<file path="src/rtl/pipe_pkg.sv">
// Shared definitions for the inter-stage pipeline registers: control bundle
// layout and the default payload width of each stage boundary.
package pipe_pkg;

    // Control bundle width and bit positions inside the bundle
    localparam int PIPE_CTRL_W    = 10;
    localparam int CTRL_MEMWRITE  = 0;
    localparam int CTRL_MEMREAD   = 1;
    localparam int CTRL_REGWRITE  = 2;
    localparam int CTRL_ALUOP_LSB = 3;
    localparam int CTRL_ALUOP_W   = 4;
    localparam int CTRL_ALUSRC    = 7;
    localparam int CTRL_BRANCH    = 8;
    localparam int CTRL_MEMTOREG  = 9;

    // Default payload widths per stage boundary
    localparam int ID_EX_DATA_W  = 160;
    localparam int EX_MEM_DATA_W = 112;
    localparam int MEM_WB_DATA_W = 72;

    typedef enum logic [1:0] {
        STG_ID_EX  = 2'd0,
        STG_EX_MEM = 2'd1,
        STG_MEM_WB = 2'd2
    } pipe_stage_e;

    // Payload width for a given stage boundary
    function automatic int stage_data_w(pipe_stage_e stg);
        case (stg)
            STG_ID_EX:  return ID_EX_DATA_W;
            STG_EX_MEM: return EX_MEM_DATA_W;
            default:    return MEM_WB_DATA_W;
        endcase
    endfunction

endpackage

</file>
<file path="src/rtl/pipe_stage_reg_hold_limiter.sv">
// Bounds how long a stall may freeze the stage, flags forced advances and
// counts honoured stall cycles with saturation.
module hold_limiter #(
    parameter int MAX_HOLD = 1,
    parameter int HCNT_W   = 4,
    parameter int STAT_W   = 16
) (
    input  logic              clk_i,
    input  logic              reset_i,
    input  logic              hold_i,
    input  logic              flush_i,
    output logic              advance_o,
    output logic              hold_forced_o,
    output logic [STAT_W-1:0] stall_cnt_o
);

    logic [HCNT_W-1:0] hold_cnt_q, hold_cnt_d;
    logic [STAT_W-1:0] stall_cnt_q, stall_cnt_d;
    logic              hold_forced_q, hold_forced_d;
    logic              limit;

    // With MAX_HOLD=0 the counter never leaves 0, so limit stays asserted
    assign limit     = (hold_cnt_q == HCNT_W'(MAX_HOLD));
    assign advance_o = !hold_i || limit;

    // Next-state: flush clears the hold run, advance restarts it, a held
    // cycle extends it and bumps the statistics counter
    always_comb begin
        hold_cnt_d    = hold_cnt_q;
        stall_cnt_d   = stall_cnt_q;
        hold_forced_d = 1'b0;
        if (flush_i) begin
            hold_cnt_d = '0;
        end else if (advance_o) begin
            hold_cnt_d    = '0;
            hold_forced_d = hold_i && limit;
        end else begin
            hold_cnt_d  = hold_cnt_q + HCNT_W'(1);
            stall_cnt_d = (&stall_cnt_q) ? stall_cnt_q : stall_cnt_q + STAT_W'(1);
        end
    end

    // State registers with synchronous reset
    always_ff @(posedge clk_i) begin
        if (reset_i) begin
            hold_cnt_q    <= '0;
            stall_cnt_q   <= '0;
            hold_forced_q <= 1'b0;
        end else begin
            hold_cnt_q    <= hold_cnt_d;
            stall_cnt_q   <= stall_cnt_d;
            hold_forced_q <= hold_forced_d;
        end
    end

    assign hold_forced_o = hold_forced_q;
    assign stall_cnt_o   = stall_cnt_q;

endmodule

</file>
<file path="src/rtl/pipe_stage_reg.sv">
// Inter-stage pipeline register: payload + control bundle with valid bit,
// bounded stall, flush/bubble insertion and stall statistics.
module pipe_stage_reg
    import pipe_pkg::*;
#(
    parameter int DATA_W   = ID_EX_DATA_W,
    parameter int CTRL_W   = PIPE_CTRL_W,
    parameter int MAX_HOLD = 1,
    parameter int HCNT_W   = 4,
    parameter int STAT_W   = 16,
    parameter bit CLR_DATA = 1'b0
) (
    input  logic              clk,
    input  logic              reset,
    input  logic              hold,
    input  logic              flush,
    input  logic              in_valid,
    input  logic [DATA_W-1:0] in_data,
    input  logic [CTRL_W-1:0] in_ctrl,
    output logic              in_ready,
    output logic              out_valid,
    output logic [DATA_W-1:0] out_data,
    output logic [CTRL_W-1:0] out_ctrl,
    output logic              hold_forced,
    output logic [STAT_W-1:0] stall_cnt
);

    logic              advance;
    logic              valid_q, valid_d;
    logic [DATA_W-1:0] data_q, data_d;
    logic [CTRL_W-1:0] ctrl_q, ctrl_d;

    hold_limiter #(
        .MAX_HOLD (MAX_HOLD),
        .HCNT_W   (HCNT_W),
        .STAT_W   (STAT_W)
    ) u_hold_limiter (
        .clk_i         (clk),
        .reset_i       (reset),
        .hold_i        (hold),
        .flush_i       (flush),
        .advance_o     (advance),
        .hold_forced_o (hold_forced),
        .stall_cnt_o   (stall_cnt)
    );

    assign in_ready = advance;

    // Payload mux: flush inserts a bubble, advance captures upstream, else hold.
    // Control is gated to zero for any invalid slot.
    always_comb begin
        valid_d = valid_q;
        data_d  = data_q;
        ctrl_d  = ctrl_q;
        if (flush) begin
            valid_d = 1'b0;
            ctrl_d  = '0;
            if (CLR_DATA) data_d = '0;
        end else if (advance) begin
            valid_d = in_valid;
            data_d  = in_data;
            ctrl_d  = in_valid ? in_ctrl : '0;
        end
    end

    // Register bank with synchronous reset
    always_ff @(posedge clk) begin
        if (reset) begin
            valid_q <= 1'b0;
            data_q  <= '0;
            ctrl_q  <= '0;
        end else begin
            valid_q <= valid_d;
            data_q  <= data_d;
            ctrl_q  <= ctrl_d;
        end
    end

    assign out_valid = valid_q;
    assign out_data  = data_q;
    assign out_ctrl  = ctrl_q;

endmodule

</file>
<file path="config.mk">
export PLATFORM = sky130hd
export DESIGN_NAME = pipe_stage_reg
export DESIGN_NICKNAME = d
export VERILOG_FILES = /design/src/rtl/pipe_pkg.sv /design/src/rtl/pipe_stage_reg_hold_limiter.sv /design/src/rtl/pipe_stage_reg.sv
export SDC_FILE = /design/constraint.sdc
export NUM_CORES = 1
export LEC_CHECK = 0
export ABC_CLOCK_PERIOD_IN_PS = 5100
export CAP_MARGIN = 20
export CORE_AREA = 2 2 143 145
export DETAILED_ROUTE_END_ITERATION = 12
export DIE_AREA = 0 0 145 147
export PLACE_DENSITY = 0.81
export SYNTH_ARGS = -nofsm -noshare
export SYNTH_HDL_FRONTEND = slang
export SYNTH_SLANG_ARGS = --single-unit
</file>
<file path="constraint.sdc">
create_clock -name clk -period 5.1 [get_ports clk]
set_input_delay 1.275 -clock clk [delete_from_list [all_inputs] [get_ports clk]]
set_output_delay 1.275 -clock clk [all_outputs]
set_load 0.02 [all_outputs]
</file>
==> impl_metrics.json, run 1 <==
{
  "yosysUniqueCellTypes": 39,
  "cts.htree.levels": 4,
  "cts-hold-fix-buffers": 0,
  "fin_skew_ns": 0.0170,
  "yosysMostFrequentCell": "nand2_1",
  "viasPerCell": 4.71,
  "final.setup.tns_ns": 0,
  "synth_common_cells": "327 x nand2_1, 192 x dfxtp_1, 174 x a21oi_1, 27 x clkbuf_1, 19 x buf_2",
  "slew_headroom_pct": 40.7,
  "drv_cap": 0,
  "period_share_pct": 74.1,
  "synth-seq-cells": 192,
  "core-area_sq_mm": 0.0198,
  "ys_seq_area_share_pct": 56.0,
  "status": "completed",
  "total_power_mw": 3.42,
  "grt-ovfl-total": 0,
  "io_buffer_count": 363,
  "end_kind": "primary output",
  "finalWirelength_mm": 21.4,
  "finalNetCount": 1347,
  "cp.buffers_inverters": 2,
  "clkTransAtPathRegs_ns": 0.07,
  "dr.pass1.iters": 4,
  "die_w_um": 145,
  "vias": 6843,
  "cts_tree": "done",
  "layout-drive-gt1-share_pct": 4.06,
  "cts.sinks": 192,
  "path_common_cell": "clkdlybuf4s50_1",
  "rsz0062_at_grt": "false",
  "grt_max_degree": 87,
  "max_stage_delay_ns": 0.61,
  "rows": 52,
  "netlist.area_leader.share_pct": 56.0,
  "dpl.hpwl_mm": 15.2,
  "io_pins": 364,
  "grt_pass1_vias": 6379,
  "cpLargestDelayFamily": "buffers and inverters",
  "final-setup-viol-count": 0,
  "min_path_type": "flip-flop to flip-flop",
  "avgSynthCellArea_sq_um": 8.18,
  "cts_setup_buffers": 0,
  "drv_slew": 0,
  "numCtsBuffers": 17,
  "start_kind": "primary input",
  "area_growth_pct": 63.1,
  "seq_area_sq_mm": 0.00384,
  "peakVddDrop_uv": 209,
  "multi_input_area_sq_mm": 0.00273,
  "max_freq_ghz": 0.265,
  "dieArea_sq_mm": 0.0213,
  "path_max_fanout": 5,
  "clock_path_buffers": 2,
  "grt_pass1_wl_mm": 33.2,
  "required_ns": 3.83,
  "drt_first_iter_violations": 434,
  "crit_slowest_cell": "clkdlybuf4s50_1",
  "synthCells": 839,
  "root_buffer": "clkbuf_16",
  "antenna_found_initial": 1,
  "yosys_warnings": 0,
  "path_cells": "clkdlybuf4s50_1 -> nand2_1 -> clkdlybuf4s50_1",
  "crit_type": "primary input to primary output",
  "netlist_top_cells_area": "dfxtp_1 56%, nand2_1 18%, a21oi_1 13%",
  "synthFlopType": "dfxtp_1",
  "p_per_area_mw_per_mm2": 306,
  "synth_top_area_cell": "dfxtp_1",
  "initial_core_util_pct": 34.6,
  "antenna_left": 0,
  "route.detailed.drc": 0,
  "wl_per_cell_um": 14.7,
  "fin_util_pct": 56.4,
  "fillCellCount": 1762,
  "chipHeight_um": 147,
  "leakagePower_nw": 3.98,
  "cp_data_arrival_time_ns": 2.50,
  "synth_area_sq_mm": 0.00687,
  "grt.total_usage_pct": 19.2,
  "clk_latency_ns": 0.43,
  "place.gp.congestion": 0.826,
  "period_needed_ns": 3.78,
  "hold_viol_final": 0,
  "syn_nets": 1017,
  "async_reset_ff_share_pct": 0,
  "worst_pin_slew_ns": 0.883,
  "synth_edf_count": 0,
  "postCtsResizedCells": 0
}
[area by class of cell]
cell class	count	share of cell area, %
inverters	3	0.101
flip-flops and latches	192	34.3
clock buffers	19	4.05
multi-input cells	585	24.4
clock inverters	13	1.11
well taps	270	3.02
diodes	1	0.0223
repair buffers	370	33.0
[worst min-delay path, stage by stage, from the launching register on]
cell	delay, ns
dfxtp_1	0.31
nand2_1	0.05
a21oi_1	0.05
[cells by family (layout without fill, tap and decap cells)]
logic type,count (synthesis),after routing,synth area share [%]
other,0,1,0
xor gates and xnor gates,2,2,0.255
adders and majority gates,3,3,0.547
and+or+nand+nor,375,375,22.4
muxes,1,1,0.164
AOI/OAI and AO/OA,204,204,16.1
buffers and inverters,62,405,4.50
DFF,192,192,56.0
[state kept, by name (all words and copies together), names as in the netlist]
register,count
out_data,160
out_valid,1
out_ctrl,10
u_hold_limiter.stall_cnt_o,16
u_hold_limiter.hold_cnt_q,4
u_hold_limiter.hold_forced_o,1
[power by group]
group          internal, mW  total (mW)  switching, mW  leakage (nW)
Sequential             1.57        1.60         0.0332          1.57
Clock                 0.672        1.29          0.623         0.283
Combinational         0.274       0.527          0.254          2.13
[path summary, 6_finish.rpt]
path / slack (ns) / start / cells after the start / end
max: 1.32 / hold / 3 / in_ready
min: 0.45 / out_data[150]$_SDFFE_PP0P_ / 2 / out_data[150]$_SDFFE_PP0P_
max reg2reg: 2.64 / u_hold_limiter.hold_cnt_q[0]$_SDFF_PP0_ / 6 / out_ctrl[7]$_SDFFE_PP0P_
min reg2reg: 0.45 / out_data[150]$_SDFFE_PP0P_ / 2 / out_data[150]$_SDFFE_PP0P_
[routing by layer]
layer | part of all wire (%) | track usage, % | vias to the layer above
met1 | 40 | 22.3 | 3134
met5 | 0 | 0 | -
met2 | 50 | 32.7 | 234
met3 | 7.3 | 6.55 | 42
li1 | - | - | 3433
met4 | 3.0 | 7.67 | 0
[cells in the final DEF, fill, tap and decap left out, drive strengths merged, types with 2 or more instances in the layout]
cell	netlist	layout
clkdlybuf4s50	0	362
nand2	327	327
dfxtp	192	192
a21oi	175	175
clkbuf	27	19
a22o	10	10
nor2	9	9
or4	9	9
o31ai	8	8
buf	32	8
inv	3	8
clkinv	0	7
nand4	6	6
nand3	5	5
o21ai	4	4
ha	3	3
nor4	3	3
or2	3	3
nor2b	2	2
o41ai	2	2
or4b	2	2
or3	2	2
or3b	2	2
a21o	2	2
nor3b	2	2
[stage by stage]
step	setup WS (ns)	cell area [sq um]	instances	hold WS, ns
after CTS	1.31	11200	1451	0.455
final	1.32	11200	1453	0.452
after floorplan	2.41	6870	839	0.434
after detailed placement	1.31	10600	1419	0.444
after global placement	1.30	10600	1419	0.435
after global routing	1.29	11200	1452	0.468
No activity file was read; power rests on OpenSTA's default activity.
==> run 2: changes to the inputs <==
- ABC_CLOCK_PERIOD_IN_PS: 5100 -> 3200
- CORE_AREA: 2 2 143 145 -> default
- CORE_MARGIN: default -> 2
- CORE_UTILIZATION: default -> 35
- DIE_AREA: 0 0 145 147 -> default
- PLACE_DENSITY: 0.81 -> 0.85
- clock period: 5.1 -> 3.2 ns (I/O delays scaled with it)
==> run 2 against run 1 <==
  * Register-to-register slack got worse by 1.9 ns
  * Critical endpoint unchanged
  * Highest routed layer unchanged
  * Combinational power rose by 62%
  * Non-clock buffer count rose by 3
  * Clock skew fell by 0.0055 ns
==> impl_metrics.json, run 2 (synthesized netlist as in run 1, its figures left out) <==
{
  "status": "completed",
  "dieArea_sq_mm": 0.0208,
  "end_kind": "primary output",
  "grt-ovfl-total": 0,
  "min_path_type": "flip-flop to flip-flop",
  "area_growth_pct": 63.6,
  "path_cells": "clkdlybuf4s50_1 -> nand2_1 -> clkdlybuf4s50_1",
  "chipHeight_um": 144,
  "crit_type": "primary input to primary output",
  "final_cell_mix": "362 x clkdlybuf4s50_1, 327 x nand2_1, 192 x dfxtp_1, 174 x a21oi_1, 17 x clkbuf_16",
  "cts-hold-fix-buffers": 0,
  "viasPerCell": 4.75,
  "grt_pass1_vias": 6398,
  "worst_pin_slew_ns": 0.857,
  "cts.sinks": 192,
  "final_common_cell": "clkdlybuf4s50_1",
  "dr.pass1.iters": 6,
  "leakagePower_nw": 3.99,
  "max_stage_delay_ns": 0.60,
  "layout-drive-gt1-share_pct": 4.22,
  "place.gp.congestion": 0.778,
  "path_common_cell": "clkdlybuf4s50_1",
  "max_freq_ghz": 0.352,
  "required_ns": 2.40,
  "rows": 51,
  "period_share_pct": 88.7,
  "final.setup.tns_ns": 0,
  "cts_tree": "done",
  "wl_per_cell_um": 14.9,
  "diodes": 0,
  "hp-start": "out_data[105]$_SDFFE_PP0P_",
  "postCtsResizedCells": 0,
  "dp_slack_ns": 0.337,
  "period_needed_ns": 2.84,
  "slew_headroom_pct": 42.5,
  "final-setup-viol-count": 0,
  "grt_max_degree": 97,
  "drv_slew": 0,
  "p_per_area_mw_per_mm2": 482,
  "io_pins": 364,
  "cp_data_arrival_time_ns": 2.04,
  "finalNetCount": 1350,
  "path_max_fanout": 5,
  "route.detailed.drc": 0,
  "drt_first_iter_violations": 357,
  "cp-startpoint": "hold",
  "peakVddDrop_uv": 400,
  "finalWirelength_mm": 21.6,
  "numCtsBuffers": 17,
  "crit_slowest_cell": "clkdlybuf4s50_1",
  "worst_slack_ns": 0.361,
  "dp_cells": 1417,
  "core-area_sq_mm": 0.0193,
  "hold_viol_final": 0,
  "io_buffer_count": 363,
  "cts.htree.levels": 4,
  "initial_core_util_pct": 35.5,
  "clk_latency_ns": 0.43,
  "largest_register_ffs": 160,
  "total_power_mw": 5.42,
  "finalNonFillerCells": 1449,
  "clkTransAtPathRegs_ns": 0.07,
  "fin_util_pct": 58.1,
  "antenna_found_initial": 0,
  "rsz0062_at_grt": "false",
  "cp.buffers_inverters": 2,
  "vias": 6889,
  "cts_setup_buffers": 0,
  "drv_cap": 0,
  "fin_skew_ns": 0.0114,
  "antenna_left": 0,
  "grt_pass1_wl_mm": 32.1,
  "start_kind": "primary input",
  "r2r_start": "u_hold_limiter.hold_cnt_q[0]$_SDFF_PP0_",
  "root_buffer": "clkbuf_16",
  "die_w_um": 144,
  "grt.total_usage_pct": 19.5,
  "clock_path_buffers": 2,
  "cpLargestDelayFamily": "buffers and inverters",
  "dpl.hpwl_mm": 15.5
}
## run 2: area by class of cell
| cell class | instances | area [sq um] |
|---|---|---|
| fill | 1677 | 8100 |
| sequential | 192 | 3840 |
| timing repair buffer | 373 | 3770 |
| multi-input combinational | 585 | 2730 |
| clock buffer | 17 | 425 |
| tap | 265 | 332 |
| clock inverter | 14 | 126 |
| inverter | 3 | 11.3 |
## run 2: worst paths after layout
path / to / slack (ns) / depth (start not counted)
worst max-delay path: in_ready / 0.36 / 3
worst min-delay path: out_data[105]$_SDFFE_PP0P_ / 0.45 / 2
worst max register to register: out_ctrl[0]$_SDFFE_PP0P_ / 0.74 / 6
worst min register to register: out_data[105]$_SDFFE_PP0P_ / 0.45 / 2
## run 2: power breakdown
group | total (mW) | switching [mW] | internal, mW
combinational | 0.853 | 0.408 | 0.445
sequential | 2.55 | 0.0551 | 2.50
clock | 2.02 | 0.992 | 1.02
total | 5.42 | 1.46 | 3.97
## run 2: worst reg2reg max path, delay by kind of cell, from the launching register on
kind	cells	cell delay, ns
and+or+nand+nor	2	1.03
AOI/OAI and AO/OA	2	0.63
DFF	1	0.38
buffers and inverters	1	0.20
adders and majority gates	1	0.15
## run 2: per-stage QoR
stage	hold slack [ns]	cell area, sq um
after floorplan	0.434	6870
after global placement	0.433	10700
after detailed placement	0.446	10700
after CTS	0.455	11200
after global routing	0.473	11200
final	0.453	11200
## run 2: metal layers
metal  vias to the layer above  wire length [um]  GRT usage (%)
met2                       246             11000           34.5
met1                      3178              8280           21.6
met3                        28              1870           7.68
met4                         0               433           5.78
li1                       3437                 -              -
met5                         -                 0              0
==> run 3: changes to the inputs <==
- CORE_MARGIN: 2 -> 10
==> run 3 against run 2 <==
  * Critical path depth is the same
  * Combinational power is 0.9% higher
  * Wire length grew 12%
  * Clock skew is 0.0014 ns higher
  * Count of clock-buffer cells in the layout rose by 2
  * Cell count is the same
  * Setup slack worse by 0.027 ns
  * Sequential share of layout area fell by 0.27 points
  * Non-clock buffer count did not move
  * Via count grew 1.1%
  * Largest power group unchanged
  * Highest routed layer unchanged
==> impl_metrics.json, run 3 (synthesized netlist as in run 1, its figures left out) <==
{
  "p_comb_share_pct": 15.0,
  "p_int_mw": 4.30,
  "p_sw_mw": 1.44,
  "cts_tree": "done",
  "route.detailed.drc": 0,
  "vias": 6968,
  "worst_pin_slew_ns": 0.868,
  "dr.pass1.iters": 5,
  "multi_input_area_sq_mm": 0.00273,
  "layout-drive-gt1-share_pct": 4.14,
  "grt_max_degree": 100,
  "fin_hold_ws_ns": 0.454,
  "postCtsResizedCells": 0,
  "die_w_um": 160,
  "numCtsBuffers": 17,
  "fillCellCount": 1690,
  "cts-hold-fix-buffers": 0,
  "slew_headroom_pct": 41.7,
  "diodes": 0,
  "peakVddDrop_uv": 397,
  "largest_register_ffs": 160,
  "path_max_fanout": 5,
  "dpl.hpwl_mm": 18.0,
  "crit_slowest_cell": "clkdlybuf4s50_1",
  "cp_data_arrival_time_ns": 2.07,
  "rsz0062_at_grt": "false",
  "seq_area_sq_mm": 0.00384,
  "leakagePower_nw": 4.04,
  "fin_skew_ns": 0.0128,
  "start_kind": "primary input",
  "period_needed_ns": 2.87,
  "area_growth_pct": 64.9,
  "max_stage_delay_ns": 0.61,
  "finalNetCount": 1350,
  "chipHeight_um": 160,
  "pwr-share-clk_pct": 40.5,
  "clkTransAtPathRegs_ns": 0.07,
  "postLayoutCellArea_sq_mm": 0.0113,
  "final.setup.tns_ns": 0,
  "end_kind": "primary output",
  "r2r_slack_ns": 0.83,
  "initial_core_util_pct": 35.4,
  "drt_first_iter_violations": 459,
  "clock_path_buffers": 2,
  "path_common_cell": "clkdlybuf4s50_1",
  "place_area_sq_mm": 0.0107,
  "crit_type": "primary input to primary output",
  "final_common_cell": "clkdlybuf4s50_1",
  "grt_pass1_wl_mm": 38.1,
  "place.gp.congestion": 0.800,
  "drv_slew": 0,
  "status": "completed",
  "cts.sinks": 192,
  "antenna_left": 0,
  "max_freq_ghz": 0.349,
  "dieArea_sq_mm": 0.0256,
  "antenna_found_initial": 0,
  "cts_setup_buffers": 0,
  "grt_pass1_vias": 6862,
  "io_pins": 364,
  "rows": 51,
  "viasPerCell": 4.81,
  "wl_per_cell_um": 16.8,
  "swShare_pct": 25.1,
  "core-area_sq_mm": 0.0194,
  "cts.htree.levels": 4,
  "hold_viol_final": 0,
  "final-setup-viol-count": 0,
  "seq_power_share_pct": 44.5,
  "required_ns": 2.40,
  "io_buffer_count": 363,
  "clk_latency_ns": 0.43,
  "finalWirelength_mm": 24.3,
  "min_path_type": "flip-flop to flip-flop",
  "grt.total_usage_pct": 18.3,
  "root_buffer": "clkbuf_16",
  "final_cell_mix": "362 x clkdlybuf4s50_1, 327 x nand2_1, 192 x dfxtp_1, 174 x a21oi_1, 17 x clkbuf_16",
  "grt-ovfl-total": 0,
  "p_per_area_mw_per_mm2": 506,
  "drv_cap": 0,
  "path_cells": "clkdlybuf4s50_1 -> nand2_1 -> clkdlybuf4s50_1",
  "period_share_pct": 89.6
}
==> run 3: routing by layer <==
| metal | share of wire (%) | up-vias | GRT usage, % |
|---|---|---|---|
| met3 | 7.8 | 49 | 6.61 |
| li1 | - | 3437 | - |
| met2 | 51 | 287 | 31.7 |
| met1 | 38 | 3195 | 19.8 |
| met4 | 3.4 | 0 | 7.47 |
| met5 | 0 | - | 0 |
==> run 3: path summary, 6_finish.rpt <==
kind,depth (start not counted),startpoint,to
max,3,hold,in_ready
min,2,out_data[45]$_SDFFE_PP0P_,out_data[45]$_SDFFE_PP0P_
max reg2reg,6,u_hold_limiter.hold_cnt_q[0]$_SDFF_PP0_,out_ctrl[3]$_SDFFE_PP0P_
min reg2reg,2,out_data[45]$_SDFFE_PP0P_,out_data[45]$_SDFFE_PP0P_
==> run 3: layout make-up <==
cell class | count | area share [%]
inverters | 3 | 0.0994
well taps | 265 | 2.93
clock inverters | 12 | 1.76
clock buffers | 19 | 3.91
multi-input cells | 585 | 24.1
flip-flops and latches | 192 | 33.9
repair buffers | 373 | 33.3
==> run 3: power by group through the flow <==
stage | logic (mW) | registers [mW] | clock network [mW]
after floorplan | 0.231 | 2.74 | 0
after global placement | 0.856 | 2.60 | 0
after detailed placement | 0.867 | 2.61 | 0
after CTS | 0.870 | 2.55 | 2.37
after global routing | 0.926 | 2.56 | 2.48
final | 0.861 | 2.55 | 2.32
==> run 3: through the flow <==
step	cells	util, %	setup slack, ns	power (mW)
floorplan	839	-	1.18	2.97
global placement	1418	55.1	0.365	3.46
detailed placement	1418	55.1	0.325	3.47
CTS	1449	58.4	0.321	5.79
global route	1449	58.4	0.264	5.97
finish	1449	58.4	0.334	5.73
==> run 3: critical path: cells and delay by family <==
kind                   cells  cell delay (ns)
buffers and inverters      2             1.15
AND/OR/NAND/NOR            1             0.12
